==> src/rtl/switch_debounce_2ch_pkg.sv <==
// rtl/switch_debounce_2ch_pkg.sv - shared state encoding and debounce length defaults
package switch_debounce_2ch_pkg;

    typedef enum logic {
        ST_IDLE  = 1'b0,
        ST_COUNT = 1'b1
    } deb_state_t;

    localparam int STABLE_CYCLES_BOARD = 500000;
    localparam int STABLE_CYCLES_SIM   = 4;

endpackage

==> src/rtl/switch_debounce_2ch_debounce_ch.sv <==
// rtl/switch_debounce_2ch_debounce_ch.sv - one channel: 2-flop synchroniser, debounce FSM, edge strobes
module debounce_ch
    import switch_debounce_2ch_pkg::*;
#(
    parameter int STABLE_CYCLES = STABLE_CYCLES_BOARD,
    parameter int CNT_W         = 19
) (
    input  logic clk,
    input  logic rst,
    input  logic raw,
    output logic out,
    output logic rise,
    output logic fall,
    output logic strobe_next
);

    localparam logic [CNT_W-1:0] CNT_LAST = CNT_W'(STABLE_CYCLES - 1);

    logic             sync1;
    logic             s;
    deb_state_t       state;
    deb_state_t       state_next;
    logic [CNT_W-1:0] cnt;
    logic [CNT_W-1:0] cnt_next;
    logic             out_next;
    logic             rise_next;
    logic             fall_next;

    always_ff @(posedge clk) begin
        if (rst) begin
            sync1 <= 1'b0;
            s     <= 1'b0;
            state <= ST_IDLE;
            cnt   <= '0;
            out   <= 1'b0;
            rise  <= 1'b0;
            fall  <= 1'b0;
        end else begin
            sync1 <= raw;
            s     <= sync1;
            state <= state_next;
            cnt   <= cnt_next;
            out   <= out_next;
            rise  <= rise_next;
            fall  <= fall_next;
        end
    end

    // Any sample agreeing with out throws away the whole run: no partial credit.
    always_comb begin
        state_next = state;
        cnt_next   = cnt;
        out_next   = out;
        rise_next  = 1'b0;
        fall_next  = 1'b0;
        case (state)
            ST_IDLE: begin
                if (s != out) begin
                    state_next = ST_COUNT;
                    cnt_next   = CNT_W'(1);
                end
            end
            ST_COUNT: begin
                if (s == out) begin
                    state_next = ST_IDLE;
                    cnt_next   = '0;
                end else if (cnt == CNT_LAST) begin
                    state_next = ST_IDLE;
                    cnt_next   = '0;
                    out_next   = s;
                    rise_next  = s;
                    fall_next  = ~s;
                end else begin
                    cnt_next = cnt + CNT_W'(1);
                end
            end
        endcase
    end

    assign strobe_next = rise_next | fall_next;

endmodule

==> src/rtl/switch_debounce_2ch.sv <==
// rtl/switch_debounce_2ch.sv - two independent debounced switch channels with edge strobes
module switch_debounce_2ch
    import switch_debounce_2ch_pkg::*;
#(
    parameter int STABLE_CYCLES = STABLE_CYCLES_BOARD,
    parameter int CNT_W         = 19
) (
    input  logic clk,
    input  logic rst,
    input  logic sw_a_raw,
    input  logic sw_b_raw,
    output logic a,
    output logic b,
    output logic a_rise,
    output logic a_fall,
    output logic b_rise,
    output logic b_fall,
    output logic changed
);

    logic strobe_next_a;
    logic strobe_next_b;

    debounce_ch #(
        .STABLE_CYCLES (STABLE_CYCLES),
        .CNT_W         (CNT_W)
    ) u_ch_a (
        .clk         (clk),
        .rst         (rst),
        .raw         (sw_a_raw),
        .out         (a),
        .rise        (a_rise),
        .fall        (a_fall),
        .strobe_next (strobe_next_a)
    );

    debounce_ch #(
        .STABLE_CYCLES (STABLE_CYCLES),
        .CNT_W         (CNT_W)
    ) u_ch_b (
        .clk         (clk),
        .rst         (rst),
        .raw         (sw_b_raw),
        .out         (b),
        .rise        (b_rise),
        .fall        (b_fall),
        .strobe_next (strobe_next_b)
    );

    // Built from the strobes' next values so changed lands in the same cycle as them.
    always_ff @(posedge clk) begin
        if (rst) begin
            changed <= 1'b0;
        end else begin
            changed <= strobe_next_a | strobe_next_b;
        end
    end

endmodule

==> config.mk <==
export PLATFORM = sky130hd
export DESIGN_NAME = switch_debounce_2ch
export DESIGN_NICKNAME = d
export VERILOG_FILES = /design/src/rtl/switch_debounce_2ch_pkg.sv /design/src/rtl/switch_debounce_2ch_debounce_ch.sv /design/src/rtl/switch_debounce_2ch.sv
export SDC_FILE = /design/constraint.sdc
export NUM_CORES = 1
export LEC_CHECK = 0
export CORE_MARGIN = 5
export CORE_UTILIZATION = 64
export CTS_CLUSTER_DIAMETER = 200
export CTS_CLUSTER_SIZE = 30
export DETAILED_ROUTE_END_ITERATION = 8
export PLACE_DENSITY = 0.84
export SYNTH_ARGS = -nofsm -noshare
export SYNTH_HDL_FRONTEND = slang
export SYNTH_SLANG_ARGS = --single-unit
==> constraint.sdc <==
create_clock -name clk -period 4.6 [get_ports clk]
set_input_delay 1.15 -clock clk [delete_from_list [all_inputs] [get_ports clk]]
set_output_delay 1.15 -clock clk [all_outputs]
set_load 0.005 [all_outputs]
==> impl_metrics.json <==
{
  "crit_path_start": "rst",
  "grt_usage_pct": 20.3,
  "r2r-end": "u_ch_b.cnt[12]",
  "synthCells": 297,
  "numPortBuffers": 10,
  "power.leakage_nw": 0.920,
  "clk_pin_slew_ns": 0.09,
  "antenna_found_initial": 0,
  "rrSetupSlack_ns": 2.18,
  "clockPowerShare_pct": 35.3,
  "place_area_um2": 2590,
  "hold_path_class": "reg2reg",
  "drtIter0Drc": 196,
  "power_frac_comb_pct": 3.8,
  "drv_cap": 0,
  "postSynthAreaPerCell_um2": 8.29,
  "mostFrequentLayoutCells": "dfxtp_1, nand2_1, a21oi_1",
  "rows": 22,
  "antenna_left": 0,
  "die-width_um": 72.0,
  "core_area_um2": 3690,
  "grt_max_degree": 22,
  "synth_edf_count": 0,
  "fin_nets": 314,
  "required_ns": 4.83,
  "cts_max_path_buffers": 2,
  "firstDrtPassIters": 5,
  "grt_overflow_total": 0,
  "setup_viol": 0,
  "r2r_start": "u_ch_b.cnt[8]",
  "cts_resized": 0,
  "syn_nets": 303,
  "cts_inserted_buffers": 5,
  "ctsRootBufferMaster": "clkbuf_8",
  "postCtsSetupBuffers": 0,
  "ff2ff_path_depth": 5,
  "fillCellCount": 290,
  "fin_crit_sh_pct": 66.0,
  "wirelength_um": 4930,
  "maxClockFrequency_ghz": 0.329,
  "grt_pass1_vias": 1851,
  "power_uw": 735,
  "htree_levels": 2,
  "ir_worst_vdd_uv": 215,
  "io_pins": 11,
  "area_delta_synth_final_pct": 8.69,
  "drc": 0,
  "vias": 2196,
  "cts_tree": "done",
  "rsz0062_at_grt": "false",
  "gp_congestion": 0.884,
  "final_area_um2": 2680,
  "drive_above_1_share_pct": 4.55,
  "post_drt_wl_per_cell_um": 13.9,
  "grt_pass1_wl_um": 8520,
  "synth-seq-area-share_pct": 41.5,
  "cp-endpoint": "u_ch_b.cnt[10]",
  "crit_fanout": 21,
  "worst_pin_slew_ns": 1.14,
  "viasPerCell": 6.17,
  "path_class": "in2reg",
  "swShare_pct": 21.9,
  "start_util_pct": 66.7,
  "setup_ws_ns": 1.56,
  "async_reset_ff_share_pct": 0,
  "die-area_um2": 5190,
  "synth.cell_area_um2": 2460,
  "synthFlopType": "dfxtp_1",
  "skew_ns": 0.00507,
  "die_h_um": 72.0,
  "power_density_nw_per_um2": 275,
  "layout_min_cycle_time_ns": 3.04,
  "cts.sinks": 51,
  "pre_cts_slack_ns": 1.28,
  "layout_commonest_cell": "dfxtp_1",
  "dp_hpwl_um": 3510,
  "holdPathStages": 1,
  "ys_warn_count": 0,
  "tns_ns": 0,
  "hold_viol": 0,
  "p_seq_share_pct": 60.9,
  "outcome": "completed",
  "n_antenna_cell": 0,
  "switching_power_uw": 161,
  "intPower_uw": 574,
  "slew_headroom_pct": 23.6,
  "end_kind": "register",
  "drv_slew": 0,
  "synth.distinct_cells": 45,
  "setup.worst_path.start_class": "input port",
  "synth_seq_cells": 51,
  "arrival_ns": 3.27,
  "clk_latency_ns": 0.30,
  "postCtsHoldBufs": 0
}
[Yosys cell counts (all sizes together) (4+ instances only)]
master / count / area (µm²)
inv: 12 / 45.0
clkbuf: 6 / 22.5
nor2b: 4 / 25.0
mux2i: 10 / 100
nand3: 21 / 105
nand4: 13 / 81.3
nand2b: 4 / 25.0
or3: 7 / 43.8
nand2: 27 / 101
dfxtp: 51 / 1020
nor3: 12 / 60.1
nor4: 11 / 68.8
and3: 6 / 37.5
a21o: 6 / 45.0
a21oi: 23 / 119
o211ai: 4 / 35.0
xor2: 5 / 43.8
nor2: 21 / 78.8
o21ai: 19 / 95.1
[cell families after synthesis]
kind of cell               synth area share, %
and+or+nand+nor                           31.2
DFF                                       41.5
muxes                                     4.07
AOI/OAI and AO/OA                         16.0
xor gates and xnor gates                  2.49
adders and majority gates                 1.02
buffers and inverters                     3.81
[metal layers]
| layer | vias up | wire length, µm | part of all wire (%) | track usage, % |
|---|---|---|---|---|
| met1 | 1010 | 2390 | 48 | 29.6 |
| met2 | 74 | 2150 | 44 | 28.4 |
| met3 | 8 | 322 | 6.5 | 5.82 |
| met4 | 0 | 71 | 1.4 | 7.10 |
| met5 | - | 0 | 0 | 0 |
| li1 | 1104 | - | - | - |
[worst max-delay path, cell delays in order]
cell and delay, ns:
clkdlybuf4s50_1 0.39, buf_4 0.20, nor3_1 0.47, o21ai_1 0.51
or3_1 0.48, o21ai_0 0.07
[cell type report]
type / count / area (µm²) / share of cell area, %
timing repair buffer: 12 / 115 / 4.30
clock buffer: 6 / 82.6 / 3.09
tap: 48 / 60.1 / 2.25
multi-input combinational: 226 / 1350 / 50.3
inverter: 12 / 45.0 / 1.68
clock inverter: 1 / 5.00 / 0.187
sequential: 51 / 1020 / 38.2
[worst min-delay path by stage]
stage	end	from
finish	u_ch_b.s	u_ch_b.sync1
global route	u_ch_b.s	u_ch_b.sync1
CTS	u_ch_b.s	u_ch_b.sync1
detailed placement	u_ch_b.s	u_ch_b.sync1
global placement	u_ch_a.s	u_ch_a.sync1
floorplan	u_ch_a.s	u_ch_a.sync1
[power by group through the flow]
stage	registers, mW	logic (mW)	clock network [mW]
CTS	0.447	0.0274	0.267
finish	0.447	0.0276	0.260
global route	0.448	0.0308	0.283
floorplan	0.457	0.0191	0
global placement	0.458	0.0267	0
detailed placement	0.458	0.0273	0
[sequential cells by signal, indices dropped and copies added (netlist names)]
| signal | cells |
|---|---|
| u_ch_a.cnt | 19 |
| u_ch_b.cnt | 19 |
| changed | 1 |
| u_ch_a.fall | 1 |
| u_ch_a.out | 1 |
| u_ch_a.rise | 1 |
| u_ch_a.s | 1 |
| u_ch_a.state | 1 |
| u_ch_a.sync1 | 1 |
| u_ch_b.fall | 1 |
| u_ch_b.out | 1 |
| u_ch_b.rise | 1 |
| u_ch_b.s | 1 |
| u_ch_b.state | 1 |
| u_ch_b.sync1 | 1 |
[stage by stage]
stage | utilization [%] | instances | hold WS, ns
3_5_place_dp | 70.1 | 349 | 0.446
5_1_grt | 72.5 | 356 | 0.468
2_1_floorplan | - | 297 | 0.414
6_report | 72.5 | 356 | 0.450
4_1_cts | 72.5 | 356 | 0.455
3_3_place_gp | 70.1 | 349 | 0.416
No activity file was read; power rests on OpenSTA's default activity.
